<file path="src/rtl/cnu_serial_minsum_pkg.sv">
// Shared constants, FSM state type and message conversion helpers for the serial
// min-sum check-node unit.
package cnu_serial_minsum_pkg;

  localparam int W    = 10;
  localparam int WABS = W - 1;
  localparam int DC   = 6;
  localparam int IDXW = 3;

  typedef enum logic {
    COLLECT = 1'b0,
    EMIT    = 1'b1
  } state_t;

  // The most negative code has no positive counterpart, so it clips to the largest magnitude.
  function automatic logic [WABS-1:0] sat_abs(input logic [W-1:0] x);
    logic [W-1:0] neg;
    neg = -x;
    if (x == {1'b1, {WABS{1'b0}}})
      return {WABS{1'b1}};
    return x[W-1] ? neg[WABS-1:0] : x[WABS-1:0];
  endfunction

  function automatic logic [W-1:0] to_twos(input logic s, input logic [WABS-1:0] m);
    logic [W-1:0] p;
    p = {1'b0, m};
    return s ? -p : p;
  endfunction

endpackage

</file>
<file path="src/rtl/cnu_serial_minsum_if.sv">
// Message stream bundle: variable-to-check input and check-to-variable output,
// each with its own valid/ready pair.
interface cnu_serial_minsum_if;
  import cnu_serial_minsum_pkg::*;

  logic            in_valid;
  logic            in_ready;
  logic [W-1:0]    in_data;
  logic            out_valid;
  logic            out_ready;
  logic [W-1:0]    out_data;
  logic [IDXW-1:0] out_idx;

  modport master (
    output in_valid, in_data, out_ready,
    input  in_ready, out_valid, out_data, out_idx
  );

  modport slave (
    input  in_valid, in_data, out_ready,
    output in_ready, out_valid, out_data, out_idx
  );

endinterface

</file>
<file path="src/rtl/cnu_serial_minsum_normaliser.sv">
// Magnitude normaliser: y = floor((m + floor(m/2)) / 2), i.e. 0.75 scaling rounded down.
// Purely combinational; the sum never exceeds MW+1 bits, so the result fits in MW bits.
module cnu_serial_minsum_normaliser #(
  parameter int MW = 9
) (
  input  logic [MW-1:0] m,
  output logic [MW-1:0] y
);

  assign y = MW'(({1'b0, m} + {2'b00, m[MW-1:1]}) >> 1);

endmodule

</file>
<file path="src/rtl/cnu_serial_minsum.sv">
// Serial normalised min-sum check node: collects DC messages, then emits DC replies in input order.
// First reply one cycle after the last accept; replies hold while out_ready is low, input is closed during emit.
module cnu_serial_minsum
  import cnu_serial_minsum_pkg::*;
(
  input  logic                 clk,
  input  logic                 rst,
  cnu_serial_minsum_if.slave   io
);

  localparam logic [IDXW-1:0] LAST = IDXW'(DC - 1);

  state_t          state;
  state_t          state_nxt;
  logic [IDXW-1:0] cnt;
  logic [WABS-1:0] min1;
  logic [WABS-1:0] min2;
  logic [IDXW-1:0] min1_idx;
  logic            parity;
  logic [DC-1:0]   sign_store;

  logic            emit;
  logic            in_fire;
  logic            out_fire;
  logic            last;
  logic [WABS-1:0] in_mag;
  logic            in_sign;
  logic [WABS-1:0] norm_min1;
  logic [WABS-1:0] norm_min2;
  logic [WABS-1:0] emit_mag;
  logic            emit_sign;

  assign emit     = (state == EMIT);
  assign in_fire  = !emit && io.in_valid;
  assign out_fire = emit && io.out_ready;
  assign last     = (cnt == LAST);
  assign in_mag   = sat_abs(io.in_data);
  assign in_sign  = io.in_data[W-1];

  cnu_serial_minsum_normaliser #(.MW(WABS)) u_norm_min1 (
    .m (min1),
    .y (norm_min1)
  );

  cnu_serial_minsum_normaliser #(.MW(WABS)) u_norm_min2 (
    .m (min2),
    .y (norm_min2)
  );

  always_ff @(posedge clk or posedge rst) begin
    if (rst)
      state <= COLLECT;
    else
      state <= state_nxt;
  end

  always_comb begin
    state_nxt    = state;
    io.in_ready  = 1'b0;
    io.out_valid = 1'b0;
    io.out_data  = '0;
    io.out_idx   = '0;
    emit_mag     = norm_min1;
    emit_sign    = 1'b0;
    case (state)
      COLLECT: begin
        io.in_ready = 1'b1;
        if (in_fire && last)
          state_nxt = EMIT;
      end
      EMIT: begin
        // The element that supplied min1 must see the best of the others, i.e. min2.
        emit_mag     = (cnt == min1_idx) ? norm_min2 : norm_min1;
        emit_sign    = parity ^ sign_store[cnt];
        io.out_valid = 1'b1;
        io.out_idx   = cnt;
        io.out_data  = to_twos(emit_sign, emit_mag);
        if (out_fire && last)
          state_nxt = COLLECT;
      end
      default: state_nxt = COLLECT;
    endcase
  end

  always_ff @(posedge clk or posedge rst) begin
    if (rst) begin
      cnt        <= '0;
      min1       <= '1;
      min2       <= '1;
      min1_idx   <= '0;
      parity     <= 1'b0;
      sign_store <= '0;
    end else if (in_fire) begin
      // Strict compares keep the first occurrence as min1; a tie then lands in min2.
      if (in_mag < min1) begin
        min2     <= min1;
        min1     <= in_mag;
        min1_idx <= cnt;
      end else if (in_mag < min2) begin
        min2 <= in_mag;
      end
      parity          <= parity ^ in_sign;
      sign_store[cnt] <= in_sign;
      cnt             <= last ? '0 : cnt + 1'b1;
    end else if (out_fire) begin
      if (last) begin
        cnt        <= '0;
        min1       <= '1;
        min2       <= '1;
        min1_idx   <= '0;
        parity     <= 1'b0;
        sign_store <= '0;
      end else begin
        cnt <= cnt + 1'b1;
      end
    end
  end

endmodule

</file>
<file path="src/flat_wrapper.sv">
// flat-port wrapper written by rule: the top's interface ports become plain ports
module cnu_serial_minsum_flat import cnu_serial_minsum_pkg::*;
  (clk, rst, io_in_valid, io_in_data, io_out_ready, io_in_ready, io_out_valid, io_out_data, io_out_idx);
  cnu_serial_minsum_if io_i ();
  input  logic clk;
  input  logic rst;
  input wire logic [$bits(io_i.in_valid)-1:0] io_in_valid;
  input wire logic [$bits(io_i.in_data)-1:0] io_in_data;
  input wire logic [$bits(io_i.out_ready)-1:0] io_out_ready;
  output wire logic [$bits(io_i.in_ready)-1:0] io_in_ready;
  output wire logic [$bits(io_i.out_valid)-1:0] io_out_valid;
  output wire logic [$bits(io_i.out_data)-1:0] io_out_data;
  output wire logic [$bits(io_i.out_idx)-1:0] io_out_idx;
  assign io_i.in_valid = io_in_valid;
  assign io_i.in_data = io_in_data;
  assign io_i.out_ready = io_out_ready;
  assign io_in_ready = io_i.in_ready;
  assign io_out_valid = io_i.out_valid;
  assign io_out_data = io_i.out_data;
  assign io_out_idx = io_i.out_idx;
  cnu_serial_minsum u_core (.clk(clk), .rst(rst), .io(io_i));
endmodule
</file>
<file path="config.mk">
export PLATFORM = sky130hd
export DESIGN_NAME = cnu_serial_minsum_flat
export DESIGN_NICKNAME = d
export VERILOG_FILES = /design/src/rtl/cnu_serial_minsum_pkg.sv /design/src/rtl/cnu_serial_minsum_if.sv /design/src/rtl/cnu_serial_minsum_normaliser.sv /design/src/rtl/cnu_serial_minsum.sv /design/src/flat_wrapper.sv
export SDC_FILE = /design/constraint.sdc
export NUM_CORES = 1
export LEC_CHECK = 0
export BUFFER_PORTS_ARGS = -buffer_cell sky130_fd_sc_hd__buf_2
export CORE_UTILIZATION = 50
export CTS_CLUSTER_SIZE = 12
export DETAILED_ROUTE_END_ITERATION = 7
export PLACE_DENSITY = 0.65
export SETUP_SLACK_MARGIN = 0.3
export SYNTH_ARGS = -nofsm -noshare
export SYNTH_HDL_FRONTEND = slang
export SYNTH_SLANG_ARGS = --single-unit
</file>
<file path="constraint.sdc">
create_clock -name clk -period 4.9 [get_ports clk]
set_clock_uncertainty 0.2 [all_clocks]
set_input_delay 1.47 -clock clk [delete_from_list [all_inputs] [get_ports clk]]
set_output_delay 1.47 -clock clk [all_outputs]
set_load 0.005 [all_outputs]
</file>
## Yosys cells after proc, flatten, opt, wreduce, memory -nomap -nowiden

Index checks and enable logic that the tools add are counted.

| cells by class | value |
|---|---|
| reductions and logical operators | 11 |
| equal/unequal tests | 5 |
| $lt $le $gt $ge | 4 |
| multiplexer cells | 38 |
| bitwise gates (word level) | 3 |
| $add $sub $neg | 5 |

Operator list:

| kind | count |
|---|---|
| two-way mux 9 bit | 11 |
| two-way mux 3 bit | 8 |
| adder 9 x 8 -> 10 bit | 2 |
| two-way mux 10 bit | 2 |
| less-than comparator 9 bit | 2 |
| two-way mux 6 bit | 3 |
| == test 10 bit (second input constant) | 1 |
| two-way mux 1 bit | 10 |
| negation 9 -> 10 bit | 1 |
| negation 9 bit | 1 |
| bitwise mux 6 bit | 1 |
| AND reduction 3 bit | 2 |
| logical AND 1 bit | 5 |
| less-than comparator 3 x 4 -> 1 bit (second input constant) | 1 |
| nonzero test 2 bit | 2 |
| adder 3 x 1 -> 3 bit (second input constant) | 1 |
| binary-select mux 1 bit (select 3 bit) | 1 |
| demux 1 bit (select 3 bit) | 1 |
| == test 3 bit | 1 |
| == test 3 bit (second input constant) | 1 |
| greater-or-equal comparator 3 x 1 -> 1 bit (second input constant) | 1 |
| != test 3 bit (second input constant) | 1 |
| != test 2 bit (second input constant) | 1 |
| one-hot mux 1 bit (2 select lines) | 1 |
| other kinds (4) | 5 |

| word-level totals | value |
|---|---|
| input bits | 14 |
| register bits | 32 |
| output and inout port bits | 15 |
| word-level logic and storage cells | 73 |

## Depth between registers and ports, before layout

| logic depth | value |
|---|---|
| depth in word-level cells | 7 |
| mapped depth | 18 |

## By module

From an unflattened synthesis, not the netlist that was laid out.

| second synthesis, totals | value |
|---|---|
| cells, all modules | 410 |
| area, all modules | 3352.0 µm² |

By module, submodules not included:

| module | instances | cells an instance | area each (µm²) | seq. area each (µm²) |
|---|---|---|---|---|
| cnu_serial_minsum | 1 | 320 | 2651.3 | 823.3 |
| cnu_serial_minsum_normaliser | 2 | 45 | 350.3 | 0.0 |

## Worst setup path after synthesis

No wires, ideal clock.

| path | value |
|---|---|
| kind | input to register |
| start | in io_in_data[1] |
| end | reg u_core.min2[3] |
| data arrival time | 4371 ps |
| path slack | 248 ps |
| required time | 4619 ps |
| path buffers | 2 |
| cell stages on the path | 17 |
| cell sequence | inv_1 > ha_1 > nor3b_1 > nand3_1 > nor2_1 > o21ai_0 > o21ai_0 > ha_1 > nand4_1 > a211oi_1 > or4_4 > o22ai_4 > and2_1 > buf_4 > buf_6 > nor3_1 > a211oi_2 |

| between the ends | value |
|---|---|
| longest elaborated chain between the ends | 6 |
| elaborated cells between the ends (all ways) | 12 |
| classes of those cells | add/sub (1); order compare (2); eq/ne (2); mux (6); reduce/logical (1) |

Ends and longest elaborated chain:

| what | RTL line | source |
|---|---|---|
| from (decl) | flat_wrapper.sv:8 | `input wire logic [$bits(io_i.in_data)-1:0] io_in_data;` |
| negation 9 bit / == test 10 bit (equally long branches) | cnu_serial_minsum_pkg.sv:18, cnu_serial_minsum_pkg.sv:19 |  |
| two-way mux 9 bit / two-way mux 1 bit (equally long branches) | cnu_serial_minsum_pkg.sv:21, cnu_serial_minsum_pkg.sv:19 |  |
| two-way mux 9 bit (*) | cnu_serial_minsum_pkg.sv:21 | `return x[W-1] ? neg[WABS-1:0] : x[WABS-1:0];` |
| less-than comparator 9 bit, or another cell as far along | cnu_serial_minsum.sv:99 | `end else if (in_mag < min2) begin` |
| != test 3 bit (no source line) / two-way mux 9 bit (equally long branches) | - |  |
| AND reduction 3 bit (no source line) / two-way mux 9 bit (equally long branches) | - |  |
| to (signal assigned) | cnu_serial_minsum.sv:96 | `min2 <= min1;` |
| to (signal assigned) | cnu_serial_minsum.sv:100 | `min2 <= in_mag;` |
| to (decl) | cnu_serial_minsum.sv:17 | `logic [WABS-1:0] min2;` |

Mark *: on every way between the ends. The rest lies on a longest branch, timed or not. The select of a mux whose other input is x is not followed.
A chain may end at the register's enable or synchronous reset.

## Worst setup path after layout

| path | value |
|---|---|
| start | reg u_core.min1[5] |
| end | out io_out_data[8] |

| between the ends | value |
|---|---|
| longest elaborated chain between the ends | 5 |

Ends and longest elaborated chain:

| what | RTL line | source |
|---|---|---|
| from (decl) | cnu_serial_minsum.sv:16 | `logic [WABS-1:0] min1;` |
| from (signal assigned) | cnu_serial_minsum.sv:97 | `min1 <= in_mag;` |
| adder 9 x 8 -> 10 bit (*) | cnu_serial_minsum_normaliser.sv:10 | `assign y = MW'(({1'b0, m} + {2'b00, m[MW-1:1]}) >> 1);` |
| two-way mux 9 bit (*) | cnu_serial_minsum.sv:73 | `emit_mag = (cnt == min1_idx) ? norm_min2 : norm_min1;` |
| negation 9 -> 10 bit | cnu_serial_minsum_pkg.sv:27 | `return s ? -p : p;` |
| two-way mux 10 bit (*) | cnu_serial_minsum_pkg.sv:27 |  |
| two-way mux 10 bit (*) | cnu_serial_minsum.sv:65 | `case (state)` |
| to (decl) | flat_wrapper.sv:12 | `output wire logic [$bits(io_i.out_data)-1:0] io_out_data;` |

Mark *: on every way between the ends. The rest lies on a longest branch, timed or not.

==> impl_metrics.ini <==
[status]
outcome = completed

[timing]
fin_ws_ns = 0.211
fin_crit_sh_pct = 95.7
max_freq_mhz = 213
hold_viol = 0
setup_viol = 0
period_minus_slack_ns = 4.69
worst_slew_pin_slew_ns = 0.763
slew_viol_final = 0
rsz0062_at_grt = yes
max_slew_margin_pct = 49.1
whs_ns = 0.301

[setup_path]
path_buf_inv = 2
cp-start-kind = flip-flop
path_class = reg -> out
worstPathMaxFanout = 4
slowest_stage = dfstp_2
cp.arrival_ns = 3.02
timing.critical_path.mode_cell = a21o_1
slowest_delay_ns = 0.58
cp-end-kind = primary output
crit_family = compound AO/OA/AOI/OAI gates
cp.required_ns = 3.23
path_cells = ha_4 > a21o_1 > a21o_1 > nand2b_4 > buf_4 > a31o_4 > xnor2_2 > mux2_4 > o41ai_4 > mux2i_1 > buf_2

[floorplan]
io_pins = 29
core_sq_um = 6060
rows = 28
die_h_microns = 82.3
die-area_sq_um = 6770
start_util_pct = 53.2
fp.dieW_microns = 82.3

[global_routing]
grt_util_all_layers_pct = 24.9
grt_pass1_wl_microns = 12500
antenna_found_initial = 1
grt_pass1_vias = 2619
grt_overflow = 0
grt_max_degree = 20

[finish]
fin_cells = 522
nets = 498
drive_gt1_share_pct = 31.3
final_cell_area_sq_um = 3960
diodes = 0
area_growth_pct = 22.7

[routing]
ant_nets = 0
via_per_inst = 5.70
wire_per_inst_microns = 16.1
drc = 0
dr.pass1.iters = 4
routed_wl_microns = 8390
drtIter0Drc = 162
vias = 2977

[synthesis]
syn_nets = 448
synth_cell_types = 56
synthArstFlopShare_pct = 100
yosys_warnings = 0
syn_area_sq_um = 3220
seq_area_frac_synth_pct = 25.5
avgSynthCellArea_sq_um = 8.14
synthTopCellsByArea = dfstp_2, ha_1, dfrtp_1, nand2_1, nor2_1
synth_top_area_share_pct = 14.7
synth_edf_count = 0
synth_top_area_cell = dfstp_2
synthCells = 396
synth_seq_cells = 32
ys.flop_type = dfstp_2

[placed_design]
gp_congestion = 0.877
port_buffers = 28
pre_cts_ws_ns = -0.000725
dpl.cell_count = 495
hpwlAfterDp_microns = 6040
placed_area_sq_um = 3470

[clocking]
clockRootBuffer = clkbuf_8
cts_max_level = 2
cts_tree = done
clk_pin_slew_ns = 0.07
numCtsBuffers = 5
cts_max_path_buffers = 2
clock_latency_ns = 0.30
clock_sinks = 32
hold_buffers = 0

[worst_hold_path]
hold_class = reg -> reg

[run]
max_cap_violations = 0
worst min-delay path, cell delays in order (launching register included):
cell	delay, ns
dfrtp_1	0.34
nand3_1	0.06
o21ai_0	0.06
per-stage QoR:
stage	util [%]	setup TNS, ns
detailed placement	57.3	-0.000725
floorplan	-	0
CTS	61.3	0
global route	65.3	0
finish	65.3	0
global placement	57.3	0
path summary, 6_finish.rpt:
| check | cells after the start | slack [ns] | startpoint | to |
|---|---|---|---|---|
| max | 11 | 0.21 | u_core.min1[5] | io_out_data[8] |
| min | 2 | 0.30 | u_core.sign_store[3] | u_core.sign_store[3] |
| max reg2reg | 12 | 2.09 | u_core.min1[2] | u_core.min2[1] |
| min reg2reg | 2 | 0.30 | u_core.sign_store[3] | u_core.sign_store[3] |
| max in group asynchronous | 3 | 2.71 | rst | u_core.cnt[0] |
| min in group asynchronous | 2 | 1.49 | rst | u_core.min1[5] |
cells in the mapped netlist, types with 3 or more instances:
cell and count:
a211oi_1 6, a211oi_2 4, a21o_1 6, a21oi_1 19
a31o_2 3, a31oi_1 4, and2_1 4, and3_1 3
buf_4 3, clkbuf_1 9, dfrtp_1 14, dfstp_2 18
ha_1 36, inv_1 31, mux2_2 6, mux2i_1 8
nand2_1 44, nand2b_1 4, nand3_1 16, nor2_1 36
nor2b_1 4, nor3_1 23, o21a_1 3, o21ai_0 27
xnor2_1 15, xor2_1 13
kinds of logic after synthesis:
logic type | Yosys count | synth area share, %
AO/OA/AOI/OAI | 90 | 19.2
XOR/XNOR | 28 | 7.61
adder cells (fa/ha/maj) | 38 | 15.2
buffers and inverters | 47 | 6.37
flip-flops | 32 | 25.5
multiplexers | 14 | 4.58
AND/OR/NAND/NOR | 147 | 21.5
area by class of cell:
class                           instances  area, sq um
Clock buffer                            5         68.8
Clock inverter                          3         18.8
Fill cell                             528         2110
Inverter                               31          116
Multi-Input combinational cell        317         2440
Sequential cell                        32          825
Tap cell                               75         93.8
Timing Repair Buffer                   59          393
registers in the layout, indices dropped and copies added (netlist names):
| register | flops |
|---|---|
| u_core.sign_store | 6 |
| u_core.cnt | 3 |
| u_core.min1_idx | 3 |
| u_core.min1 | 9 |
| u_core.parity | 1 |
| u_core.emit | 1 |
| u_core.min2 | 9 |
placed cells by master, fill, tap and decap left out, drive strengths merged, types with 2 or more instances in the layout:
| cell type | netlist | layout |
|---|---|---|
| nor2b | 5 | 5 |
| and2 | 4 | 4 |
| xnor2 | 15 | 15 |
| inv | 31 | 31 |
| clkinv | 0 | 3 |
| nand3b | 2 | 2 |
| o211ai | 2 | 2 |
| a21oi | 19 | 19 |
| fa | 2 | 2 |
| o21ai | 28 | 28 |
| nor3 | 23 | 23 |
| a41oi | 2 | 2 |
| nor2 | 36 | 36 |
| buf | 6 | 59 |
| a21o | 6 | 6 |
| dfstp | 18 | 18 |
| o41ai | 2 | 2 |
| nand3 | 16 | 16 |
| nand2 | 44 | 44 |
| o21a | 3 | 3 |
| dfrtp | 14 | 14 |
| a211oi | 10 | 10 |
| ha | 36 | 36 |
| or3 | 2 | 2 |
| mux2 | 6 | 6 |
| o22ai | 2 | 2 |
| o31a | 2 | 2 |
| xor2 | 13 | 13 |
| nor4 | 2 | 2 |
| a31o | 3 | 3 |
| mux2i | 8 | 8 |
| a31oi | 4 | 4 |
| and3 | 3 | 3 |
| nand2b | 4 | 4 |
| clkbuf | 10 | 5 |
metal layers:
| layer | routed length [microns] | vias up | share of wire [%] | GRT usage (%) |
|---|---|---|---|---|
| met5 | 13 | - | 0.15 | 0 |
| li1 | - | 1498 | - | - |
| met2 | 4060 | 57 | 48 | 41.6 |
| met3 | 357 | 13 | 4.3 | 3.96 |
| met4 | 100 | 2 | 1.2 | 6.14 |
| met1 | 3860 | 1407 | 46 | 33.3 |
repair_timing:
item                       in CTS  in global routing
pin swaps                       2                 15
cloned                          0                  0
gates resized for setup        22                 29
setup endpoints to repair       4                 25
setup buffers                   7                 12
Power is left out: the tool's default activity adds up to more than one toggle a clock period on the data nets, which glitch-free logic cannot reach.
